## config.mk

```make
export PLATFORM = sky130hd
export DESIGN_NAME = neuron_stream_loader
export DESIGN_NICKNAME = d
export VERILOG_FILES = /design/src/rtl/neuron_stream_loader.sv
export SDC_FILE = /design/constraint.sdc
export NUM_CORES = 1
export LEC_CHECK = 0
export ABC_AREA = 1
export BUFFER_PORTS_ARGS = -buffer_cell sky130_fd_sc_hd__buf_4
export CAP_MARGIN = 20
export CORE_ASPECT_RATIO = 1.25
export CORE_MARGIN = 2
export CORE_UTILIZATION = 49
export DETAILED_ROUTE_END_ITERATION = 10
export PLACE_DENSITY_LB_ADDON = 0.25
export SLEW_MARGIN = 30
export SYNTH_ARGS = -nofsm -noshare
export SYNTH_HDL_FRONTEND = slang
export SYNTH_SLANG_ARGS = --single-unit
```

## constraint.sdc

```tcl
create_clock -name clk -period 2.9 [get_ports clk]
set_clock_uncertainty 0.15 [all_clocks]
set_input_delay 0.87 -clock clk [delete_from_list [all_inputs] [get_ports clk]]
set_output_delay 0.87 -clock clk [all_outputs]
set_load 0.05 [all_outputs]
```

## src/rtl/neuron_stream_loader.sv

```systemverilog
`default_nettype none
// ============================================================================
//  Module      : neuron_stream_loader
//  Description : Collects a serial stream of signed samples into a packed
//                vector, starts the sequential neuron, captures its result,
//                requantizes it and presents it on an output stream.
//                Optional macro LOADER_SAT_EN: saturate instead of wrap when
//                narrowing the shifted result.
//  Revision    : 1.0 - initial release
// ============================================================================
module neuron_stream_loader #(
    parameter int N     = 4,
    parameter int WIDTH = 8,
    parameter int SHIFT = 0
) (
    input  logic                   clk,
    input  logic                   rst,
    input  logic                   clear,
    input  logic                   in_valid,
    input  logic [WIDTH-1:0]       in_data,
    output logic                   in_ready,
    output logic                   nrn_start,
    output logic [N*WIDTH-1:0]     nrn_x,
    input  logic                   nrn_done,
    input  logic [2*WIDTH+1:0]     nrn_y,
    output logic                   out_valid,
    output logic [WIDTH-1:0]       out_data,
    input  logic                   out_ready,
    output logic                   busy
);

    localparam int YW = 2*WIDTH + 2;
    localparam int CW = $clog2(N);
    localparam logic [CW-1:0] c_last = CW'(N - 1);

    typedef enum logic [1:0] {
        S_FILL = 2'd0,
        S_FIRE = 2'd1,
        S_WAIT = 2'd2,
        S_OUT  = 2'd3
    } state_t;

    state_t                state_q, state_d;
    logic [CW-1:0]         count_q, count_d;
    logic [N*WIDTH-1:0]    x_q, x_d;
    logic                  out_valid_q, out_valid_d;
    logic [WIDTH-1:0]      out_data_q, out_data_d;
    logic [WIDTH-1:0]      y_req;

`ifdef LOADER_SAT_EN
    localparam logic signed [YW-1:0] c_max = {{(YW-WIDTH+1){1'b0}}, {(WIDTH-1){1'b1}}};
    localparam logic signed [YW-1:0] c_min = {{(YW-WIDTH+1){1'b1}}, {(WIDTH-1){1'b0}}};
    logic signed [YW-1:0] y_shift;
    assign y_shift = $signed(nrn_y) >>> SHIFT;

    // Clamp the shifted result into the signed output range.
    always_comb begin
        if (y_shift > c_max)
            y_req = c_max[WIDTH-1:0];
        else if (y_shift < c_min)
            y_req = c_min[WIDTH-1:0];
        else
            y_req = y_shift[WIDTH-1:0];
    end
`else
    // Plain wrap-around narrowing of the shifted result.
    assign y_req = WIDTH'($signed(nrn_y) >>> SHIFT);
`endif

    // Next-state and datapath updates for the fill / fire / wait / output sequence.
    always_comb begin
        state_d     = state_q;
        count_d     = count_q;
        x_d         = x_q;
        out_valid_d = out_valid_q;
        out_data_d  = out_data_q;
        case (state_q)
            S_FILL: begin
                if (clear) begin
                    count_d = '0;
                end else if (in_valid) begin
                    x_d[count_q*WIDTH +: WIDTH] = in_data;
                    if (count_q == c_last) begin
                        count_d = '0;
                        state_d = S_FIRE;
                    end else begin
                        count_d = count_q + CW'(1);
                    end
                end
            end
            S_FIRE: begin
                state_d = S_WAIT;
            end
            S_WAIT: begin
                // clear is deliberately ignored so a neuron run is never abandoned
                if (nrn_done) begin
                    out_data_d  = y_req;
                    out_valid_d = 1'b1;
                    state_d     = S_OUT;
                end
            end
            S_OUT: begin
                if (clear || out_ready) begin
                    out_valid_d = 1'b0;
                    count_d     = '0;
                    state_d     = S_FILL;
                end
            end
            default: begin
                state_d = S_FILL;
            end
        endcase
    end

    // State and datapath registers with synchronous reset.
    always_ff @(posedge clk) begin
        if (rst) begin
            state_q     <= S_FILL;
            count_q     <= '0;
            x_q         <= '0;
            out_valid_q <= 1'b0;
            out_data_q  <= '0;
        end else begin
            state_q     <= state_d;
            count_q     <= count_d;
            x_q         <= x_d;
            out_valid_q <= out_valid_d;
            out_data_q  <= out_data_d;
        end
    end

    assign in_ready  = (state_q == S_FILL) && !rst;
    assign nrn_start = (state_q == S_FIRE);
    assign nrn_x     = x_q;
    assign out_valid = out_valid_q;
    assign out_data  = out_data_q;
    assign busy      = (state_q != S_FILL);

endmodule
`default_nettype wire
```

== After elaboration in Yosys (flattened, before gate mapping) ==
Cells that the tools add are included.

* Register bits: 45
* Bits in latches: 0
* Memory bits (writable): 0
* ROM bits: 0
* Input port bits: 32
* Output and inout port bits: 44
* Logic and storage cells: 46
* Memories kept: 0

* $add $sub $neg: 2
* Multipliers: 0
* Div/mod/pow operators: 0
* Order comparisons: 0
* Eq/ne operators: 10
* Shifts and indexed selects: 2
* Muxes and demuxes: 14
* Bitwise gates (word level): 1
* Reductions and logical operators: 12

{| class="wikitable"
|+ Operators by type and width
! kind !! number
|-
| negator 5 -> 34 bit || 1
|-
| variable shift 8 x 34 -> 32 bit, first input constant || 1
|-
| indexed part select 8 x 34 -> 32 bit || 1
|-
| bitwise mux 32 bit || 1
|-
| 2-to-1 mux 2 bit || 8
|-
| inequality test 2 bit, second input constant || 5
|-
| AND reduction 3 bit || 3
|-
| case mux 2 bit (4 select lines) || 1
|-
| equality test 2 bit, second input constant || 3
|-
| nonzero test 2 bit || 3
|-
| AND reduction 5 bit || 1
|-
| case mux 2 bit (2 select lines) || 1
|-
| inequality test 3 bit, second input constant || 1
|-
| adder 2 x 1 -> 2 bit, second input constant || 1
|-
| equality test 2 x 1 -> 1 bit, second input constant || 1
|-
| logical NOT 2 bit || 1
|-
| 2-to-1 mux 1 bit || 2
|-
| case mux 1 bit (2 select lines) || 1
|-
| AND reduction 2 bit || 1
|-
| logical AND 1 bit || 1
|-
| logical NOT 1 bit || 1
|-
| logical OR 1 bit || 1
|-
| NOT 1 bit || 1
|}

== Depth between registers and ports, before layout ==
* Depth in word-level cells: 5
* Depth in mapped cells: 9
* Depth with buffers taken out: 8

== Least setup slack after synthesis ==
No wires, ideal clock.

* Path type: input -> output
* Start point: input port rst
* End point: output port in_ready
* Arrival time: 1.929 ns
* Required time: 1.880 ns
* Path slack: -0.049 ns
* Cell stages on the path: 3
* Path buffers: 2
* Path through: clkbuf_1 -> clkbuf_1 -> nor2_1

* Word-level cells in the longest chain between the ends: 2

{| class="wikitable"
|+ RTL lines
! element !! line !! RTL
|-
| start: declaration || 17 || <nowiki>input logic rst,</nowiki>
|-
| logical NOT 1 bit || 132 || <nowiki>assign in_ready = (state_q == S_FILL) && !rst;</nowiki>
|-
| logical AND 1 bit || 132 ||
|-
| end: declaration || 21 || <nowiki>output logic in_ready,</nowiki>
|}

No other way between the ends.

== Worst setup path in the final report ==
* Start point: register state_q[0]
* End point: output port in_ready

* Word-level cells in the longest chain between the ends: 2

{| class="wikitable"
|+ RTL lines
! element !! line !! RTL
|-
| start: declaration || 43 || <nowiki>state_t state_q, state_d;</nowiki>
|-
| start signal: assignment || 124 || <nowiki>state_q <= state_d;</nowiki>
|-
| logical NOT 2 bit || 132 ||
|-
| logical AND 1 bit || 132 ||
|}

No other way between the ends.

==> flow_metrics.tcl <==
set metrics [dict create \
    status "completed" \
    routed_via_density 5.039 \
    grt_max_degree 28 \
    drt-pass1-iter-count 4 \
    gp_congestion 0.8759 \
    routedWlPerCell_um 11.82 \
    setup_violations 0 \
    rows 26 \
    path_buf_inv 3 \
    hold_viol 0 \
    htree_levels 2 \
    drt_first_iter_violations 88 \
    ys_types 21 \
    rsz0062_at_grt "no" \
    die_y_um 77.64 \
    first_global_vias 1932 \
    peakVddDrop_uv 531.9 \
    path_delay_family "buffers and inverters" \
    cp-startpoint "state_q[0]$_SDFFE_PP0P_" \
    fin_util 0.6626 \
    fin_crit_sh 0.8603 \
    start_util 0.5145 \
    worstHoldPathType "reg -> reg" \
    drt_wl_total_mm 4.907 \
    cts_resized 0 \
    grt_use_met3 0.04058 \
    path_depth 5 \
    fin_tns_setup_ps 0 \
    r2r_end "nrn_x[10]$_SDFFE_PP0P_" \
    cpPeakStageDelay_ps 340 \
    dieArea_mm2 0.004884 \
    route.detailed.drc 0 \
    cts_hold_buf 0 \
    path_class "reg -> out" \
    yosysSeqAreaShare 0.4238 \
    power_density_mw_per_mm2 860.4 \
    path_cells "inv_1, ha_1, inv_1, nor2_2, buf_4" \
    port_buffers 65 \
    grt_use_met1 0.2459 \
    period_needed_ps 2495 \
    antenna_left 0 \
    final_nets 400 \
    vias 2091 \
    clk_pin_slew_ps 80 \
    crit_path_frequent_cell "inv_1" \
    final_cell_mix "66 x buf_4, 58 x nor2_1, 45 x dfxtp_1" \
    grt_first_pass_wirelength_mm 8.369 \
    syn_inst 293 \
    gr-usage-all-layers 0.2109 \
    final_common_cell "buf_4" \
    drv_slew 0 \
    grtUsageMet2 0.3809 \
    core_mm2 0.004131 \
    cellLeakagePower_nw 1.303 \
    reg2reg_from "count_q[0]$_SDFFE_PP0P_" \
    cts_buffer_depth 2 \
    top_level_ports 76 \
    drv_cap 0 \
    area_delta_synth_final_pct 28.78 \
    timing.reg2reg.setup_slack_ps 800 \
    drive_gt1_frac 0.2479 \
    insertion_delay_ps 290 \
    clock.fmax_mhz 400.8 \
    cp.arrival_ps 1470 \
    cp_max_fo 6 \
    grt_busiest_layer "met2" \
    start_kind "flop" \
    cp_slowest_cell "dfxtp_1" \
    syn_area_mm2 0.002126 \
    antenna_found_initial 0 \
    postCtsSetupBuffers 0 \
    cts_tree "done" \
    cts_sinks 45 \
    maxSlewHeadroom 0.5307 \
    yosysWarnings 0 \
    dp_hpwl_mm 3.637 \
    grt_remaining_overflow 0 \
    endpoint "in_ready" \
    clk_root_buffer_cell "clkbuf_8" \
    yosys_register_bits 45 \
    required_ps 1880 \
    chipWidth_um 62.91 \
    tightest_slew_ps 703.2 \
    rr_worst_depth 8 \
    avgSynthCellArea_um2 7.255 \
    antennaDiodeCount 0 \
    critPathCaptureType "output pin" \
    synth_nets 335 \
    cts-buffers-inserted 5 \
]
-- metal layers --
metal | up-vias | wire length, um
met4 | 0 | 82
met1 | 949 | 2223
li1 | 1079 | -
met3 | 7 | 237
met2 | 56 | 2364
met5 | - | 0
-- state kept, by name, indices dropped and copies added, names as in the netlist --
register   flops
nrn_x         32
out_data       8
count_q        2
state_q        2
out_valid      1
-- Yosys cell counts, drive strengths merged --
cell,n,area share
inv,27,0.048
clkinv,1,0.0018
dfxtp,45,0.42
ha,10,0.059
clkbuf,5,0.0088
or2,9,0.026
nand4,10,0.032
o21ai,32,0.075
nor2,64,0.13
nand3,21,0.055
a21oi,23,0.054
nand2,43,0.076
buf,3,0.0094
-- through the flow --
| stage | total power, mW | cell area (um2) | cells | hold WS, ps | worst slack (ps) |
|---|---|---|---|---|---|
| finish | 2.355 | 2738 | 415 | 322.4 | 405.2 |
| floorplan | 1.710 | 2128 | 293 | 346.7 | 165.4 |
| detailed placement | 1.994 | 2655 | 407 | 309.2 | 505.1 |
| CTS | 2.367 | 2738 | 415 | 321.8 | 389.8 |
| global placement | 1.966 | 2655 | 407 | 314.6 | 518.1 |
| global route | 2.517 | 2738 | 415 | 356.9 | 289.7 |
-- layout make-up --
cell class / count / area (um2)
timing repair buffer: 66 / 495.5
multi-input combinational: 212 / 1084
fill: 396 / 1394
sequential: 45 / 900.9
inverter: 28 / 105.1
clock inverter: 2 / 10.01
tap: 56 / 70.07
clock buffer: 6 / 72.57
-- power by group --
group          leakage, nW  internal, mW  total [mW]  switching, mW
combinational        0.893         0.372        1.23          0.863
sequential           0.365         0.698       0.751         0.0529
clock               0.0450         0.167       0.370          0.203
total                 1.30          1.24        2.36           1.12
-- cells by family after synthesis --
group                    Yosys count  share of synthesized area
AND/OR/NAND/NOR                  147                     0.3202
flip-flops                        45                     0.4238
adder cells (fa/ha/maj)           10                    0.05886
AO/OA/AOI/OAI                     55                     0.1295
buffers and inverters             36                    0.06768
-- how the worst min path moves through the flow --
stage / to / cells after the start / slack [ps] / startpoint
after floorplan: state_q[0]$_SDFFE_PP0P_ / 2 / 350 / state_q[0]$_SDFFE_PP0P_
after global placement: out_data[6]$_SDFFE_PP0P_ / 2 / 310 / out_data[6]$_SDFFE_PP0P_
after detailed placement: nrn_x[19]$_SDFFE_PP0P_ / 2 / 310 / nrn_x[19]$_SDFFE_PP0P_
after CTS: nrn_x[19]$_SDFFE_PP0P_ / 2 / 320 / nrn_x[19]$_SDFFE_PP0P_
after global routing: nrn_x[19]$_SDFFE_PP0P_ / 2 / 360 / nrn_x[19]$_SDFFE_PP0P_
final: nrn_x[19]$_SDFFE_PP0P_ / 2 / 320 / nrn_x[19]$_SDFFE_PP0P_
-- worst reg2reg max path: stages, from the launching register on --
cell      delay (ps)
dfxtp_1          430
clkinv_1         120
buf_4            210
ha_1             340
inv_1            210
nand2_1          110
nor2_1           210
nand3_1          120
a21oi_1          140
No activity file was read; power rests on OpenSTA's default activity.
